==> config.mk <==
export PLATFORM = sky130hd
export DESIGN_NAME = dram_arbiter
export DESIGN_NICKNAME = d
export VERILOG_FILES = /design/src/rtl/dram_arbiter.sv
export SDC_FILE = /design/constraint.sdc
export NUM_CORES = 1
export LEC_CHECK = 0
export CAP_MARGIN = 25
export CORE_AREA = 8 8 127 129
export CTS_CLUSTER_DIAMETER = 60
export DETAILED_ROUTE_END_ITERATION = 12
export DIE_AREA = 0 0 135 137
export PLACE_DENSITY_LB_ADDON = 0.2
export SLEW_MARGIN = 5
export SYNTH_ARGS = -nofsm -noshare
export SYNTH_HDL_FRONTEND = slang
export SYNTH_SLANG_ARGS = --single-unit
==> constraint.sdc <==
create_clock -name cpu_clk -period 2.27 [get_ports cpu_clk]
set_clock_uncertainty 0.05 [all_clocks]
set_input_delay 0.454 -clock cpu_clk [delete_from_list [all_inputs] [get_ports cpu_clk]]
set_output_delay 0.454 -clock cpu_clk [all_outputs]
set_load 0.05 [all_outputs]
==> src/rtl/dram_arbiter.sv <==
// -----------------------------------------------------------------------------
// dram_arbiter
//
// Two-master round-robin arbiter in front of a single-port DRAM with
// asynchronous read data. Each access runs IDLE -> ACCESS -> RESP, so a
// request first seen in IDLE is acknowledged two cycles later. The peak rate
// is one access every three cycles.
//
// Addresses are byte addresses. Bits [1:0] are ignored. Any set bit in
// addr[31:RANGE_HI] marks the access as out of range. Such an access never
// writes the DRAM, returns zero read data and is acknowledged with err set.
//
// Parameters
//   ADDR_W    DRAM word-address width (dram_a = addr[ADDR_W+1:2])
//   RANGE_HI  lowest address bit that must be zero for an in-range access
//
// Ports
//   cpu_clk              single clock, rising edge
//   cpu_rst_n            asynchronous active-low reset
//   m{0,1}_req           request, held until the matching ack
//   m{0,1}_we            1 = write, 0 = read
//   m{0,1}_addr[31:0]    byte address, stable while req is high and ack is low
//   m{0,1}_wdata[31:0]   write data
//   m{0,1}_ack           one-cycle completion pulse
//   m{0,1}_err           out-of-range flag, qualified by ack
//   m{0,1}_rdata[31:0]   read data, qualified by ack (zero otherwise)
//   dram_a[ADDR_W-1:0]   DRAM word address (latched)
//   dram_we              DRAM write strobe, only during an in-range write ACCESS
//   dram_d[31:0]         DRAM write data (latched)
//   dram_spo[31:0]       DRAM asynchronous read data
// -----------------------------------------------------------------------------
module dram_arbiter #(
  parameter int ADDR_W   = 14,
  parameter int RANGE_HI = 16
) (
  input  logic              cpu_clk,
  input  logic              cpu_rst_n,

  input  logic              m0_req,
  input  logic              m0_we,
  input  logic [31:0]       m0_addr,
  input  logic [31:0]       m0_wdata,
  output logic              m0_ack,
  output logic              m0_err,
  output logic [31:0]       m0_rdata,

  input  logic              m1_req,
  input  logic              m1_we,
  input  logic [31:0]       m1_addr,
  input  logic [31:0]       m1_wdata,
  output logic              m1_ack,
  output logic              m1_err,
  output logic [31:0]       m1_rdata,

  output logic [ADDR_W-1:0] dram_a,
  output logic              dram_we,
  output logic [31:0]       dram_d,
  input  logic [31:0]       dram_spo
);

  typedef enum logic [1:0] {
    IDLE   = 2'd0,
    ACCESS = 2'd1,
    RESP   = 2'd2
  } state_t;

  state_t      state;
  logic        last_gnt;   // index of the most recently granted master
  logic        gnt_idx;    // master owning the transaction in flight
  logic        lat_we;
  logic [31:0] lat_addr;
  logic [31:0] lat_wdata;
  logic [31:0] rdata_reg;

  logic        any_req;
  logic        sel;
  logic        lat_oor;
  logic        unused_addr;

  // Grant selection. On a tie the master that did not win last time gets the
  // grant. With a single requester that requester wins. When neither master
  // requests, sel is a don't-care because any_req gates the grant.
  always_comb begin
    any_req = m0_req | m1_req;
    sel     = (m0_req && m1_req) ? ~last_gnt : m1_req;
  end

  // Range check on the latched address, shared by the write strobe and the
  // response path.
  assign lat_oor = |lat_addr[31:RANGE_HI];

  // The strobe decodes the current state rather than a register. An
  // asynchronous reset in the middle of ACCESS therefore drops it
  // immediately, before the edge that would commit the write.
  assign dram_we = (state == ACCESS) && lat_we && !lat_oor;
  assign dram_a  = lat_addr[ADDR_W+1:2];
  assign dram_d  = lat_wdata;

  // Read data reaches only the acknowledged master. The other master sees 0.
  assign m0_rdata = m0_ack ? rdata_reg : 32'd0;
  assign m1_rdata = m1_ack ? rdata_reg : 32'd0;

  // Some latched address bits (at least [1:0]) only feed this sink.
  assign unused_addr = ^lat_addr;

  always_ff @(posedge cpu_clk or negedge cpu_rst_n) begin
    if (!cpu_rst_n) begin
      state     <= IDLE;
      last_gnt  <= 1'b1;       // m0 wins the first tie after reset
      gnt_idx   <= 1'b0;
      lat_we    <= 1'b0;
      lat_addr  <= 32'd0;
      lat_wdata <= 32'd0;
      rdata_reg <= 32'd0;
      m0_ack    <= 1'b0;
      m1_ack    <= 1'b0;
      m0_err    <= 1'b0;
      m1_err    <= 1'b0;
    end else begin
      // Acks and errs are single-cycle pulses that only the ACCESS branch raises.
      m0_ack <= 1'b0;
      m1_ack <= 1'b0;
      m0_err <= 1'b0;
      m1_err <= 1'b0;

      case (state)
        IDLE: begin
          if (any_req) begin
            gnt_idx   <= sel;
            last_gnt  <= sel;
            lat_we    <= sel ? m1_we    : m0_we;
            lat_addr  <= sel ? m1_addr  : m0_addr;
            lat_wdata <= sel ? m1_wdata : m0_wdata;
            state     <= ACCESS;
          end
        end

        // ---- ACCESS -> RESP: DRAM write commits, read data is captured ----
        ACCESS: begin
          rdata_reg <= (!lat_we && !lat_oor) ? dram_spo : 32'd0;
          m0_ack    <= ~gnt_idx;
          m1_ack    <= gnt_idx;
          m0_err    <= ~gnt_idx & lat_oor;
          m1_err    <= gnt_idx & lat_oor;
          state     <= RESP;
        end

        // ---- RESP -> IDLE: requests are not sampled here ----
        RESP: begin
          state <= IDLE;
        end

        default: begin
          state <= IDLE;
        end
      endcase
    end
  end

endmodule

==> results.cfg <==
[placed_design]
placed_area_um2 = 9250
dp_slack_ps = -51.9
gp_congestion = 0.766
place_hpwl_um = 13200
portBuffers = 276

[yosys]
yosysSeqAreaShare_pct = 45.9
syn_nets = 557
syn_avg_cell_area_um2 = 14.4
yosys.area.top_type_share_pct = 45.4
synth-seq-cells = 103
netlist_top_cells_area = dfrtp_1 (45%), mux2_4 (30%), and2_1 (7.1%)
synth_flop_cell = dfrtp_1
yosysWarnings = 0
synthCells = 391
yosysMostFrequentCell = mux2_4
ys_async_sr_fraction_pct = 100
synth_area_um2 = 5620
yosys-top-cells-count = mux2_4 (114), dfrtp_1 (102), and2_1 (64)
yosys.area.top_type = dfrtp_1
synthDistinctLibCells = 26
synth_edf_count = 0

[power]
p_seq_share_pct = 28.9
swShare_pct = 39.9
p_sw_uw = 4020
power_density_nw_per_um2 = 1050
p_comb_share_pct = 55.3
irDropWorstVdd_v = 0.000595
p_leak_uw = 0.00422
p_clk_share_pct = 15.8
p_int_uw = 6070

[sta]
fin_tns_setup_ps = 0
layout_min_cycle_time_ps = 2180
max_clock_freq_mhz = 458
setup_violations = 0
worst_slew_pin_slew_ps = 563
hold_violations = 0
hold_ws_ps = 11.2
fin_crit_sh_pct = 96.2
relSlewSlack_pct = 62.4
setup_ws_ps = 87.0
final_max_slew_viol_count = 0

[finish]
utilization_pct = 67.4
drive_gt1_share_pct = 37.1
multiInputGateArea_um2 = 2710
n_antenna_cell = 0
syn_to_final_growth_pct = 70.4
n_fill_cell = 1028
nNetsFinal = 832
seq_area_um2 = 2580
final_area_um2 = 9580

[drt]
drt_iter0_drc = 160
via_per_inst = 4.83
wire_per_inst_um = 19.0
finalWirelength_um = 16200
vias = 4131
ant_nets = 0
post-route-drc-count = 0
first_pass_iters = 4

[floorplan]
pin_count = 281
dieHeight_um = 137
die_w_um = 135
start_util_pct = 39.6
dieArea_um2 = 18500
core_area_um2 = 14200
row_count = 44

[global_route]
grt_util_all_layers_pct = 17.2
grt_max_degree = 45
grt_pass1_vias = 4631
grt_overflow_total = 0
antenna_found_initial = 0
grt_pass1_wl_um = 25000

[cts]
root_buffer = clkbuf_16
cts.sinks = 103
tritoncts = built
cts_made_buffers = 9
clk_pin_slew_worst_paths_ps = 70
htreeDepth = 3
ctsHoldBuffers = 0
cts_max_path_buffers = 2
clk_latency_ps = 340

[setup_path]
worstPathRequired_ps = 1770
cp_slowest_cell = dfrtp_1
worstPathArrival_ps = 1680
end_kind = primary output
startpoint_type = register
critical_path.max_stage_delay_ps = 390
crit_fanout = 2
cp_cell_sequence = nor4_2, and4_2, and3_1, buf_12
critPathKind = reg -> out

[run_status]
status = complete, no violations

[job]
drv_cap = 0

[min_path]
hp-class = in -> async
area by class of cell:
class | count | share of cell area [%]
repair buffers | 309 | 39.1
multi-input cells | 241 | 28.3
flip-flops and latches | 103 | 26.9
clock buffers | 13 | 2.82
well taps | 184 | 2.40
clock inverters | 3 | 0.418
inverters | 2 | 0.0784
layout by cell type, fill, tap and decap left out, drive strengths merged, types with 2 or more instances in the layout:
cell,Yosys,routed
dfrtp,102,102
inv,2,2
buf,33,101
a32o,32,32
nor4,4,4
clkinv,0,2
nor2,4,4
clkbuf,12,13
and2,64,64
mux2,126,126
nor3,2,2
clkdlybuf4s50,0,208
per-stage QoR:
stage / power (µW) / instances
floorplan: 6880 / 391
finish: 10100 / 855
detailed placement: 8560 / 839
CTS: 10200 / 855
global route: 10600 / 855
global placement: 8430 / 838
worst max-delay path: cells and delay by family, from the launching register on:
family | cells | cell delay (ps)
simple gates | 3 | 800
flops | 1 | 390
buf+inv | 1 | 150
kinds of logic (layout without fill, tap and decap cells):
logic type             count (synthesis)  count (layout)  synth area share, %
AND/OR/NAND/NOR                       78              78                 8.46
buffers and inverters                 47             327                 6.44
AO/OA/AOI/OAI                         37              37                 6.33
multiplexers                         126             126                 32.9
flip-flops                           103             103                 45.9
repair_timing:
action,in CTS,in global routing
gates resized for setup,0,4
setup buffers,0,0
setup endpoints to repair,0,1
routing by layer:
metal	share of wire, %	GRT usage (%)
met3	9.1	7.31
met1	40	18.9
met5	0	0
met2	50	29.6
met4	1.5	5.49
power groups by stage:
stage	Combinational [µW]	Sequential (µW)	Clock, µW
finish	5580	2920	1590
global route	5860	3000	1710
CTS	5650	2900	1630
detailed placement	5640	2920	0
global placement	5540	2900	0
floorplan	2930	3950	0
final timing paths:
| path | start | end | slack, ps | cells after the start |
|---|---|---|---|---|
| worst min-delay path | cpu_rst_n | rdata_reg[2] | 10 | 1 |
| max in group asynchronous | cpu_rst_n | dram_d[28] | 1430 | 2 |
| min in group cpu_clk | gnt_idx | m0_ack | 410 | 1 |
| worst max-delay path | lat_addr[17] | dram_we | 90 | 4 |
| worst min register to register | gnt_idx | m0_ack | 410 | 1 |
| worst max register to register | last_gnt | dram_d[29] | 550 | 5 |
Power figures use the tool's default switching activity.
